==> config.mk <==
export PLATFORM = sky130hd
export DESIGN_NAME = truth_table_sequencer
export DESIGN_NICKNAME = d
export VERILOG_FILES = /design/src/rtl/truth_table_pkg.sv /design/src/rtl/tt_result_ram.sv /design/src/rtl/truth_table_sequencer.sv
export SDC_FILE = /design/constraint.sdc
export NUM_CORES = 1
export LEC_CHECK = 0
export ABC_CLOCK_PERIOD_IN_PS = 2000
export BUFFER_PORTS_ARGS = -buffer_cell sky130_fd_sc_hd__buf_4
export CORE_MARGIN = 5
export CORE_UTILIZATION = 43
export DETAILED_ROUTE_END_ITERATION = 7
export HOLD_SLACK_MARGIN = 0.15
export PLACE_DENSITY = 0.59
export SLEW_MARGIN = 20
export SYNTH_ARGS = -nofsm -noshare
export SYNTH_HDL_FRONTEND = slang
export SYNTH_SLANG_ARGS = --single-unit
export TNS_END_PERCENT = 20
==> constraint.sdc <==
create_clock -name clk -period 2 [get_ports clk]
set_input_delay 0 -clock clk [delete_from_list [all_inputs] [get_ports clk]]
set_output_delay 0 -clock clk [all_outputs]
set_load 0.005 [all_outputs]
==> src/rtl/truth_table_pkg.sv <==
// Shared types and constants for the truth-table sequencer and its result RAM.
package truth_table_pkg;

  typedef enum logic [1:0] {
    IDLE   = 2'd0,
    SETTLE = 2'd1,
    SAMPLE = 2'd2,
    DONE   = 2'd3
  } state_t;

  localparam int NUM_INPUTS = 4;
  localparam int NUM_FUNCS  = 10;
  localparam int NUM_ROWS   = 2**NUM_INPUTS;
  localparam int SIG_WIDTH  = 16;
  localparam int CNT_WIDTH  = 8;

  typedef logic [NUM_INPUTS-1:0] row_t;
  typedef logic [NUM_FUNCS-1:0]  result_t;

endpackage

==> src/rtl/tt_result_ram.sv <==
// Per-row result store: one write port, one registered read port (read-before-write).
module tt_result_ram #(
  parameter int AW = 4,
  parameter int DW = 10
) (
  input  logic          clk,
  input  logic          rst,
  input  logic          we,
  input  logic [AW-1:0] wr_addr,
  input  logic [DW-1:0] wr_data,
  input  logic [AW-1:0] rd_addr,
  output logic [DW-1:0] rd_data
);

  logic [DW-1:0] mem [2**AW];

  // Contents deliberately survive reset so results can be read after an abort.
  always_ff @(posedge clk) begin
    if (we) mem[wr_addr] <= wr_data;
  end

  always_ff @(posedge clk) begin
    if (rst) rd_data <= '0;
    else     rd_data <= mem[rd_addr];
  end

endmodule

==> src/rtl/truth_table_sequencer.sv <==
// Sweeps every input combination, settles, and captures the function outputs per row.
// Optional MISR signature enabled by TRUTH_TABLE_SEQUENCER_SIGNATURE_EN.
module truth_table_sequencer
  import truth_table_pkg::*;
#(
  parameter int SETTLE_CYCLES = 60,
  parameter int NUM_INPUTS    = truth_table_pkg::NUM_INPUTS,
  parameter int NUM_FUNCS     = truth_table_pkg::NUM_FUNCS
) (
  input  logic                 clk,
  input  logic                 rst,
  input  logic                 start,
  input  logic                 stop,
  output logic [NUM_INPUTS-1:0] vec_out,
  input  logic [NUM_FUNCS-1:0] f_in,
  output logic                 sample_stb,
  output logic                 busy,
  output logic                 done,
  input  logic [NUM_INPUTS-1:0] rd_addr,
  output logic [NUM_FUNCS-1:0] rd_data,
  output logic [SIG_WIDTH-1:0] signature
);

  state_t               state, nxt;
  logic [CNT_WIDTH-1:0] cnt;
  logic                 last_row, settled, accept;

  assign last_row   = (vec_out == '1);
  assign settled    = (cnt == CNT_WIDTH'(SETTLE_CYCLES-1));
  assign accept     = (state == IDLE) && start;
  assign sample_stb = (state == SAMPLE);
  assign busy       = (state == SETTLE) || (state == SAMPLE);
  assign done       = (state == DONE);

  always_comb begin
    nxt = state;
    case (state)
      IDLE:    if (start) nxt = SETTLE;
      SETTLE:  if (stop) nxt = IDLE;
               else if (settled) nxt = SAMPLE;
      SAMPLE:  if (stop) nxt = IDLE;
               else if (last_row) nxt = DONE;
               else nxt = SETTLE;
      DONE:    nxt = IDLE;
      default: nxt = IDLE;
    endcase
  end

  always_ff @(posedge clk) begin
    if (rst) begin
      state   <= IDLE;
      cnt     <= '0;
      vec_out <= '0;
    end else begin
      state <= nxt;
      case (state)
        IDLE: if (start) begin
          vec_out <= '0;
          cnt     <= '0;
        end
        SETTLE: cnt <= cnt + 1'b1;
        // Last-row guard keeps vec_out at all ones instead of wrapping.
        SAMPLE: if (!stop && !last_row) begin
          vec_out <= vec_out + 1'b1;
          cnt     <= '0;
        end
        default: ;
      endcase
    end
  end

  tt_result_ram #(.AW(NUM_INPUTS), .DW(NUM_FUNCS)) u_ram (
    .clk     (clk),
    .rst     (rst),
    .we      (sample_stb),
    .wr_addr (vec_out),
    .wr_data (f_in),
    .rd_addr (rd_addr),
    .rd_data (rd_data)
  );

`ifdef TRUTH_TABLE_SEQUENCER_SIGNATURE_EN
  logic [SIG_WIDTH-1:0] sig;

  always_ff @(posedge clk) begin
    if (rst)             sig <= '0;
    else if (accept)     sig <= '0;
    else if (sample_stb) sig <= {sig[SIG_WIDTH-2:0], sig[SIG_WIDTH-1]} ^ SIG_WIDTH'(f_in);
  end

  assign signature = sig;
`else
  logic unused_accept;
  assign unused_accept = accept;
  assign signature     = '0;
`endif

endmodule

Yosys cells after proc, flatten, opt, wreduce, memory -nomap -nowiden
Memories as Yosys holds them, arrays and structs flattened. A register that Yosys moved wholly into a read port is not among the register bits. Index checks and enable logic that the tools add are counted.

Flip-flop bits (word level): 14. Memory bits (writable): 160. Input port bits: 18. Output and inout bits: 33. Logic and storage cells: 38. Memories kept: 1.

Memories: u_ram.mem (depth 16, width 10, rd ports 1, clocked after Yosys merged registers in 1, write ports 1, RTL line tt_result_ram.sv:15) `logic [DW-1:0] mem [2**AW];`.

$add $sub $neg: 2. Equal/unequal tests: 8. Muxes and demuxes: 14. Reductions and logical operators: 10.

Operators by type and width (count): $pmux W8 S3 (1); $mux W8 (2); $mux W2 (5); $add A8 B1 Y8 const B (1); $eq A8 B6 Y1 const B (1); $mux W4 (2); $pmux W2 S4 (1); $pmux W4 S2 (1); $reduce_and A3 Y1 (2); $add A4 B1 Y4 const B (1); $eq A2 B2 Y1 const B (2); $eq A4 B4 Y1 const B (1); $ne A3 B3 Y1 const B (1); $reduce_bool A3 Y1 (1); $eq A2 B1 Y1 const B (1); $logic_not A1 Y1 (2); $logic_not A2 Y1 (1); $mux W1 (2); $ne A2 B1 Y1 const B (1); $ne A2 B2 Y1 const B (1); $reduce_and A2 Y1 (1); $reduce_bool A2 Y1 (1); $logic_and A1 B1 Y1 (1); $logic_or A1 B1 Y1 (1).

Depth between registers and ports, before layout
Gate-level depths: netlist (run 1).

Depth after elaboration: 5. Gate-level depth with buffers: 8. Gate-level depth less buffers: 7.

Modules after synthesis
A second synthesis (run 1) with hierarchy kept.

Cells, all modules: 448. Area, all modules: 7462.2 sq um.

By module, submodules not included: tt_result_ram (instances 1, cells each 333, area each 6528.8 sq um, seq. area each 5004.8 sq um); truth_table_sequencer (instances 1, cells each 115, area each 933.4 sq um, seq. area each 280.3 sq um).

Worst setup path after synthesis (run 1)
Ideal clock, no wire load.

Path kind: reg2reg. From: reg state[0]. To: mem u_ram.mem[3][0], enable pin. Library setup time: 0.390 ns. Arrival time: 1.841 ns. Required time: 1.610 ns. Slack: -0.231 ns. Stages on the path, launching flop included: 6. Path buffers: 1. Period minus slack after synthesis: 2.231 ns. Cells stage by stage: dfxtp_1 -> inv_1 -> ha_1 -> clkbuf_1 -> nand2_1 -> nor3_1.

Word-level cells in the longest chain between the ends: 3.

RTL lines: start: declaration (RTL line truth_table_sequencer.sv:24) `state_t state, nxt;`; start signal: assignment (RTL line truth_table_sequencer.sv:55) `state <= nxt;`; $eq A2 B2 Y1 (RTL line truth_table_sequencer.sv:31) `assign sample_stb = (state == SAMPLE);`; net sample_stb (RTL line truth_table_sequencer.sv:16) `output logic sample_stb,`; $mux W1 (RTL line tt_result_ram.sv:19) `if (we) mem[wr_addr] <= wr_data;`; $mux W1 (not written as such) (RTL line tt_result_ram.sv:19); end: declaration (RTL line tt_result_ram.sv:15).

The timed path passes the listed nets, and every way through them passes these cells.

Worst setup path in the final report (run 1)
From: reg state[0]. To: reg cnt[2].

Word-level cells in the longest chain between the ends: 3. Elaborated cells between the ends (all ways): 8. Classes of those cells: eq/ne (4); mux (1); reduce/logical (3).

RTL lines: $eq A2 B2 Y1 (tied with other cells) (RTL line truth_table_sequencer.sv:56) `case (state)`; $ne A2 B1 Y1 (no line) (tied with other cells); $reduce_and A3 Y1 (no line); end signal: assignment (RTL line truth_table_sequencer.sv:61) `SETTLE: cnt <= cnt + 1'b1;`; end: declaration (RTL line truth_table_sequencer.sv:25) `logic [CNT_WIDTH-1:0] cnt;`.

Parallel ways exist; a longest one is shown, timed or not. A chain may end at the register's enable or synchronous reset.

==> results of run 1 <==
[critical path, stage by stage (launching register included)]
cell     delay (ps)
dfxtp_2         340
inv_1            90
ha_2            220
buf_4           180
nand2_1          90
nand4_1         230
or3b_2          530
a21oi_1         140
[registers in the layout, summed over array words and instances (netlist names)]
name           flops
u_ram.mem        160
vec_out            4
u_ram.rd_data     10
cnt                8
state              2
[cell usage after synthesis, drive strengths merged, types with 4 or more instances]
cell | number | share of area
a21oi | 11 | 0.0079
a22oi | 25 | 0.025
and2 | 4 | 0.0033
buf | 26 | 0.028
clkbuf | 11 | 0.0055
dfxtp | 24 | 0.064
edfxtp | 160 | 0.64
ha | 10 | 0.017
inv | 7 | 0.0035
mux2i | 57 | 0.076
mux4 | 12 | 0.036
nand2 | 20 | 0.010
nand2b | 10 | 0.0084
nand3 | 10 | 0.0067
nor2 | 18 | 0.0090
nor2b | 9 | 0.0075
nor3 | 6 | 0.0040
o21ai | 15 | 0.010
o31ai | 5 | 0.0050
or4 | 4 | 0.0040
[cell type report]
| type | count | area [µm²] | share of cell area |
|---|---|---|---|
| Inverter | 7 | 26.28 | 0.002956 |
| Timing Repair Buffer | 88 | 700.7 | 0.07883 |
| Sequential cell | 184 | 5286 | 0.5947 |
| Clock buffer | 24 | 501.7 | 0.05645 |
| Clock inverter | 8 | 93.84 | 0.01056 |
| Multi-Input combinational cell | 258 | 1998 | 0.2248 |
| Tap cell | 225 | 281.5 | 0.03167 |
[through the flow]
step	TNS, ps	cells
detailed placement	-68.91	746
floorplan	-6836	486
CTS	0	794
global placement	0	746
global route	0	794
finish	0	794
[final timing paths]
| check | endpoint | slack, ps | startpoint |
|---|---|---|---|
| worst max-delay path | cnt[2] | 110 | state[0] |
| worst min-delay path | u_ram.rd_data[8] | 300 | rd_addr[0] |
| worst max register to register | cnt[2] | 110 | state[0] |
| worst min register to register | cnt[1] | 480 | cnt[1] |
[logic make-up (layout without fill, tap and decap cells)]
family | count (synthesis) | in the layout | synth area share
other cells | 1 | 16 | 0.0005008
flops | 184 | 184 | 0.7058
mux | 70 | 70 | 0.1138
fa+ha+maj | 10 | 10 | 0.01671
compound gates | 66 | 66 | 0.05882
simple gates | 96 | 96 | 0.06767
buf+inv | 44 | 127 | 0.03676
[power by group through the flow]
stage / combinational, W / clock, W / sequential [W]
CTS: 0.000536 / 0.00338 / 0.00421
detailed placement: 0.000506 / 0 / 0.00429
floorplan: 0.000312 / 0 / 0.00429
global route: 0.000588 / 0.00354 / 0.00421
finish: 0.000533 / 0.00332 / 0.00421
global placement: 0.000493 / 0 / 0.00429
[layer usage]
| metal | vias to the layer above | share of wire | track usage | wire (µm) |
|---|---|---|---|---|
| met5 | - | 0 | 0 | 0 |
| met4 | 0 | 0.013 | 0.05808 | 198 |
| met3 | 14 | 0.039 | 0.03125 | 608 |
| met2 | 117 | 0.49 | 0.2596 | 7738 |
| met1 | 2115 | 0.46 | 0.2167 | 7138 |
| li1 | 1956 | - | - | - |
[what timing repair did]
action / in CTS / in global routing
gates resized for setup: 1 / 3
hold buffers: 16 / 0
hold endpoints to repair: 184 / 0
endpoints found under the setup margin: 4 / 7
pin swaps: 0 / 1
==> results.toml, run 1 <==
[synth]
synthesis.area_um2 = 7488
synth_edf_count = 160
synth.yosys.seq_area_share = 0.7058
ys_types = 42
syn_avg_cell_area_um2 = 15.90
ys_seq_elements = 184
ys_warn_count = 0
synthFlopType = "edfxtp_1"
syn_inst = 471
async_reset_ff_frac = 0

[cells_and_area]
utilization = 0.5175
layout_common_cells = "edfxtp_1 (160), buf_4 (72), mux2i_1 (57)"
drive_gt1_frac = 0.2197
final_common_cell = "edfxtp_1"
diodes = 0
final_cell_area_um2 = 8889
fill_cells = 1446
syn2layout_area_growth_pct = 18.70
fin_nets = 584

[power]
ir_drop_uv = 642.6
p_leak_nw = 3.203
intPower_w = 0.006429
power_w = 0.008061
cellPowerDensity_nw_per_um2 = 906.9
clkPwrFrac = 0.412
p_comb_frac = 0.066
p_seq_frac = 0.522
p_switching_w = 0.001632
swShare = 0.2024

[floorplan]
ioPinCount = 51
die_area_um2 = 20150
start_util = 0.4360
dieHeight_um = 142.0
fp.dieW_um = 142.0
fp.coreArea_um2 = 17180
num_rows = 48

[critical_path]
cp-end-kind = "flop"
reg2regPathDepth = 7
cp-start-kind = "flop"
cp.required_ps = 2360
arrival_ps = 2250
worst-setup-path-type = "reg -> reg"
worstPathMaxFanout = 12

[place]
post-place-ws_ps = -60.98
placed_area_um2 = 8123
dp_hpwl_um = 10080
portBuffers = 34
routabilityCongestion = 0.8199

[drt]
first_iter_violations = 276
vias = 4202
wl_per_cell_um = 19.75
viasPerCell = 5.292
drc = 0
dr.pass1.iters = 5
antenna_left = 0
wl_um = 15680

[status]
status = "finished, final reports clean"

[global_route]
track_usage = 0.1600
grt_pass1_vias = 4292
grt_max_degree = 26
grt_first_pass_wirelength_um = 24080
antenna_found_initial = 0
grt_overflow = 0

[hold_path]
worstHoldPathType = "in -> reg"
min_delay_path_depth = 4

[sta]
rsz0062_at_grt = "no"
fmax_ghz = 0.5287
hold_viol = 0
whs_ps = 298.5
tightestPinTransition_ps = 602.0
setup_ws_ps = 108.4
fin_crit_sh = 0.9458
period_minus_slack_ps = 1892
clock_skew_ps = 6.259
slew_violations = 0
setup_viol = 0
slew_headroom = 0.5987

[clocking]
htree_levels = 4
cts_buffers = 17
cts.sinks = 184
cts_tree = "done"
post-cts-setup-buffers = 0
root_buffer = "clkbuf_16"
clkLatencyLatePin_ps = 420
ctsLongestPathBuffers = 2
clk_pin_slew_worst_paths_ps = 60

[run]
maxCapViolCount = 0
No activity file was read; power rests on OpenSTA's default activity.
==> inputs of run 2 (changes only) <==
--- a/config.mk
+++ b/config.mk
@@ -7,7 +7,7 @@
 export LEC_CHECK = 0
 export ABC_CLOCK_PERIOD_IN_PS = 2000
 export BUFFER_PORTS_ARGS = -buffer_cell sky130_fd_sc_hd__buf_4
-export CORE_MARGIN = 5
+export CORE_MARGIN = 2
 export CORE_UTILIZATION = 43
 export DETAILED_ROUTE_END_ITERATION = 7
 export HOLD_SLACK_MARGIN = 0.15
==> results.toml, run 2 (same netlist as run 1, synthesis figures left out) <==
[cells_and_area]
syn2layout_area_growth_pct = 18.83
fill_cells = 1463
top_regs = "u_ram.mem: 160 flops, u_ram.rd_data: 10 flops, cnt: 8 flops"
largest_register_ffs = 160
multi_input_area_um2 = 1998
final_cell_area_um2 = 8899
registers.top_by_ff_count = "u_ram.mem"
final_common_cell = "edfxtp_1"
layout_common_cells = "edfxtp_1 (160), buf_4 (72), mux2i_1 (57)"
ff_latch_area_um2 = 5285
drive_gt1_frac = 0.2197
diodes = 0
fin_nets = 584

[critical_path]
reg2reg_slack_ps = 110
cp-end-kind = "flop"
reg2regPathDepth = 7
cp_slowest_cell = "or4_4"
cp.required_ps = 2370
slowest_delay_ps = 570
crit_chain = "inv_1 -> ha_2 -> nand4_2 -> inv_2 -> or4_4 -> or2_1 -> a21oi_2"
cp-startpoint = "state[0]"
r2r_start = "state[0]"
crit_end = "cnt[1]"
r2r_end = "cnt[1]"
cp-start-kind = "flop"
arrival_ps = 2260
worst-setup-path-type = "reg -> reg"
worstPathMaxFanout = 9

[drt]
maxUsedRoutingLayer = "met4"
first_iter_violations = 307
dr.pass1.iters = 5
wl_per_cell_um = 19.69
drc = 0
met2_length_um = 7859
m1WireLength_um = 6912
antenna_left = 0
wl_met3_um = 575
vias = 4183
viasPerCell = 5.268
wl_um = 15640

[place]
dp_hpwl_um = 9831
portBuffers = 34
routabilityCongestion = 0.8413
placed_area_um2 = 8115
post-place-ws_ps = -54.83

[status]
status = "finished, final reports clean"

[clocking]
root_buffer = "clkbuf_16"
clkLatencyLatePin_ps = 430
cts.sinks = 184
cts_buffers = 17
htree_levels = 4
clk_pin_slew_worst_paths_ps = 70
ctsLongestPathBuffers = 2
cts_tree = "done"

[hold_path]
worstHoldPathType = "in -> reg"

[global_route]
track_usage = 0.1803
grt_max_degree = 25
antenna_found_initial = 0
grt_pass1_vias = 4332
grt_first_pass_wirelength_um = 24230
grt_overflow = 0

[power]
ir_drop_uv = 625.6
p_leak_nw = 3.206
intPower_w = 0.006467
clkPwrFrac = 0.418
swShare = 0.2056
p_switching_w = 0.001674
cellPowerDensity_nw_per_um2 = 914.8
p_comb_frac = 0.065
p_seq_frac = 0.517

[sta]
rsz0062_at_grt = "no"
setup_viol = 0
fin_crit_sh = 0.9435
clock_skew_ps = 10.38
setup_ws_ps = 113.0
hold_viol = 0
tightestPinTransition_ps = 629.8
period_minus_slack_ps = 1887
slew_headroom = 0.5802
slew_violations = 0
fmax_ghz = 0.5299

[floorplan]
dieHeight_um = 136.0
die_area_um2 = 18490
fp.coreArea_um2 = 17180
start_util = 0.4360
ioPinCount = 51
num_rows = 48
fp.dieW_um = 136.0

[run]
maxCapViolCount = 0
-- run 2: worst min path at each step --
stage / from / endpoint / slack (ps) / depth (start not counted)
final: rd_addr[0] / u_ram.rd_data[6] / 290 / 4
after global routing: rd_addr[0] / u_ram.rd_data[8] / 340 / 4
after CTS: rd_addr[0] / u_ram.rd_data[6] / 300 / 4
after detailed placement: f_in[7] / u_ram.mem[15][7] / 320 / 1
after global placement: f_in[7] / u_ram.mem[10][7] / 300 / 1
after floorplan: f_in[0] / u_ram.mem[0][0] / 100 / 0
-- run 2: metal layers --
metal | vias up | GRT usage
met5 | - | 0
met3 | 15 | 0.03505
met2 | 105 | 0.3002
li1 | 1954 | -
met1 | 2109 | 0.2321
met4 | 0 | 0.07523
-- run 2: per-stage QoR --
stage | setup TNS, ps | total power [W] | utilization | cells | hold WS, ps
finish | 0 | 0.008141 | 0.5181 | 794 | 294.0
global route | 0 | 0.008399 | 0.5181 | 794 | 336.2
CTS | 0 | 0.008201 | 0.5173 | 793 | 303.5
detailed placement | -54.83 | 0.004793 | 0.4725 | 745 | 317.1
global placement | 0 | 0.004778 | 0.4725 | 745 | 295.4
floorplan | -6836 | 0.004605 | - | 486 | 98.87
-- run 2: timing repair --
item                                    CTS  global route
cloned                                    0             0
setup buffers                             0             1
endpoints found under the setup margin    2             6
endpoints found under the hold margin   184             0
pin swaps                                 1             0
hold buffers                             16             0
gates resized for setup                   1             3
-- run 2: cell type report --
| class | count | area share |
|---|---|---|
| Multi-Input combinational cell | 258 | 0.2246 |
| Inverter | 7 | 0.002953 |
| Sequential cell | 184 | 0.5939 |
| Tap cell | 225 | 0.03164 |
| Clock buffer | 21 | 0.05174 |
| Timing Repair Buffer | 88 | 0.07874 |
| Clock inverter | 11 | 0.01645 |
-- run 2: critical path, delay by kind of cell (launching register included) --
| kind | cells | cell delay, ps |
|---|---|---|
| buffers and inverters | 2 | 140 |
| AO/OA/AOI/OAI | 1 | 130 |
| adder cells (fa/ha/maj) | 1 | 220 |
| flip-flops | 1 | 360 |
| AND/OR/NAND/NOR | 3 | 960 |
-- run 2: power by group through the flow --
| stage | combinational [W] | clock (W) | sequential (W) |
|---|---|---|---|
| after floorplan | 0.000312 | 0 | 0.00429 |
| after global placement | 0.000489 | 0 | 0.00429 |
| after detailed placement | 0.000501 | 0 | 0.00429 |
| after CTS | 0.000532 | 0.00346 | 0.00421 |
| after global routing | 0.000588 | 0.00360 | 0.00421 |
| final | 0.000530 | 0.00340 | 0.00421 |
==> inputs of run 3 (changes only) <==
--- a/config.mk
+++ b/config.mk
@@ -11,7 +11,7 @@
 export CORE_UTILIZATION = 43
 export DETAILED_ROUTE_END_ITERATION = 7
 export HOLD_SLACK_MARGIN = 0.15
-export PLACE_DENSITY = 0.59
+export PLACE_DENSITY = 0.67
 export SLEW_MARGIN = 20
 export SYNTH_ARGS = -nofsm -noshare
 export SYNTH_HDL_FRONTEND = slang
==> results.toml, run 3 (same netlist as run 1, synthesis figures left out) <==
[status]
status = "finished, final reports clean"

[critical_path]
cp-start-kind = "flop"
crit_chain = "inv_1 -> ha_2 -> buf_4 -> nand2_1 -> nand4_1 -> or3b_2 -> a21oi_1"
worstPathMaxFanout = 11
worst-setup-path-type = "reg -> reg"
cp.required_ps = 2350
cp_slowest_cell = "or3b_2"
cp-end-kind = "flop"
slowest_delay_ps = 540
arrival_ps = 2280

[cells_and_area]
fill_cells = 1443
syn2layout_area_growth_pct = 18.36
final_common_cell = "edfxtp_1"
drive_gt1_frac = 0.2181
fin_nets = 580
largest_register_ffs = 160
utilization = 0.5160
top_regs = "u_ram.mem: 160 flops, u_ram.rd_data: 10 flops, cnt: 8 flops"
registers.top_by_ff_count = "u_ram.mem"
diodes = 0
multi_input_area_um2 = 2001
layout_common_cells = "edfxtp_1 (160), buf_4 (67), mux2i_1 (57)"
ff_latch_area_um2 = 5285

[clocking]
cts_tree = "done"
htree_levels = 4
clk_pin_slew_worst_paths_ps = 60
ctsLongestPathBuffers = 2
root_buffer = "clkbuf_16"
clkLatencyLatePin_ps = 430
cts.sinks = 184
cts_buffers = 17

[power]
swShare = 0.2180
p_comb_frac = 0.067
intPower_w = 0.006305
ir_drop_uv = 643.8
cellPowerDensity_nw_per_um2 = 909.7
clkPwrFrac = 0.411
p_switching_w = 0.001758
p_leak_nw = 3.180
power_w = 0.008063
p_seq_frac = 0.522

[sta]
slew_violations = 0
hold_viol = 0
setup_viol = 0
rsz0062_at_grt = "yes"
fin_crit_sh = 0.9639
tightestPinTransition_ps = 902.3
slew_headroom = 0.3962
setup_ws_ps = 72.12
clock_skew_ps = 7.986
fmax_ghz = 0.5187
period_minus_slack_ps = 1928

[floorplan]
ioPinCount = 51
fp.coreArea_um2 = 17180
num_rows = 48
start_util = 0.4360
fp.dieW_um = 136.0
dieHeight_um = 136.0
die_area_um2 = 18490

[global_route]
antenna_found_initial = 0
track_usage = 0.1720
grt_max_degree = 22
grt_first_pass_wirelength_um = 22980
grt_pass1_vias = 4228
grt_overflow = 0

[drt]
dr.pass1.iters = 4
antenna_left = 0
wl_um = 15050
wl_per_cell_um = 19.08
first_iter_violations = 265
viasPerCell = 5.242
drc = 0
vias = 4136

[place]
routabilityCongestion = 0.8044
post-place-ws_ps = -42.37
portBuffers = 34
dp_hpwl_um = 9694

[run]
maxCapViolCount = 0

[hold_path]
worstHoldPathType = "in -> reg"
## run 3: cell types whose count changed in the layout (fill, tap and decap cells not counted), moves of 2 or more
| cell | delta |
|---|---|
| buf_4 | -5 |
| clkbuf_1 | -2 |
| clkbuf_8 | -2 |
| clkinv_4 | -2 |
| inv_6 | +3 |
| inv_8 | +3 |
## run 3: repair_timing
action                                  in CTS  in global routing
buffers inserted                             0                  1
resized for setup                            1                  1
hold buffers                                16                  0
pin swaps                                    0                  1
endpoints found under the setup margin       3                  6
endpoints found under the hold margin      182                  0
## run 3: layout make-up
cell class	instances	area share
Timing Repair Buffer	84	0.07708
Tap cell	225	0.03176
Multi-Input combinational cell	258	0.2257
Sequential cell	184	0.5963
Inverter	7	0.002964
Clock buffer	17	0.04800
Clock inverter	14	0.01821
## run 3: metal layers
metal | vias up | global-route usage | share of wire
met1 | 2090 | 0.2091 | 0.44
met2 | 91 | 0.3013 | 0.51
met5 | - | 0 | 0
li1 | 1941 | - | -
met4 | 0 | 0.05382 | 0.012
met3 | 14 | 0.04362 | 0.040
## run 3: worst max-delay path: cells and delay by family, from the launching register on
kind / cells / cell delay (ps)
AND/OR/NAND/NOR: 3 / 860
flip-flops: 1 / 360
buffers and inverters: 2 / 270
adder cells (fa/ha/maj): 1 / 230
AO/OA/AOI/OAI: 1 / 150
## run 3: path summary, 6_finish.rpt
check | from | cells past startpoint | to | slack (ps)
min reg2reg | cnt[0] | 2 | cnt[0] | 480
min | rd_addr[0] | 4 | u_ram.rd_data[5] | 230
max | state[0] | 7 | cnt[3] | 70
max reg2reg | state[0] | 7 | cnt[3] | 70
## run 3: power by group through the flow
stage	combinational (W)	clock (W)	sequential, W
6_report	0.000539	0.00332	0.00421
5_1_grt	0.000595	0.00352	0.00421
3_3_place_gp	0.000490	0	0.00429
3_5_place_dp	0.000506	0	0.00429
4_1_cts	0.000538	0.00337	0.00421
2_1_floorplan	0.000312	0	0.00429
## run 3: through the flow
step / TNS (ps) / instances / area, µm² / hold slack, ps
global placement: 0 / 741 / 8103 / 299.9
detailed placement: -42.37 / 741 / 8103 / 314.7
CTS: 0 / 788 / 8853 / 232.0
finish: 0 / 789 / 8864 / 234.3
global route: -31.05 / 789 / 8864 / 252.5
floorplan: -6836 / 486 / 7550 / 98.87
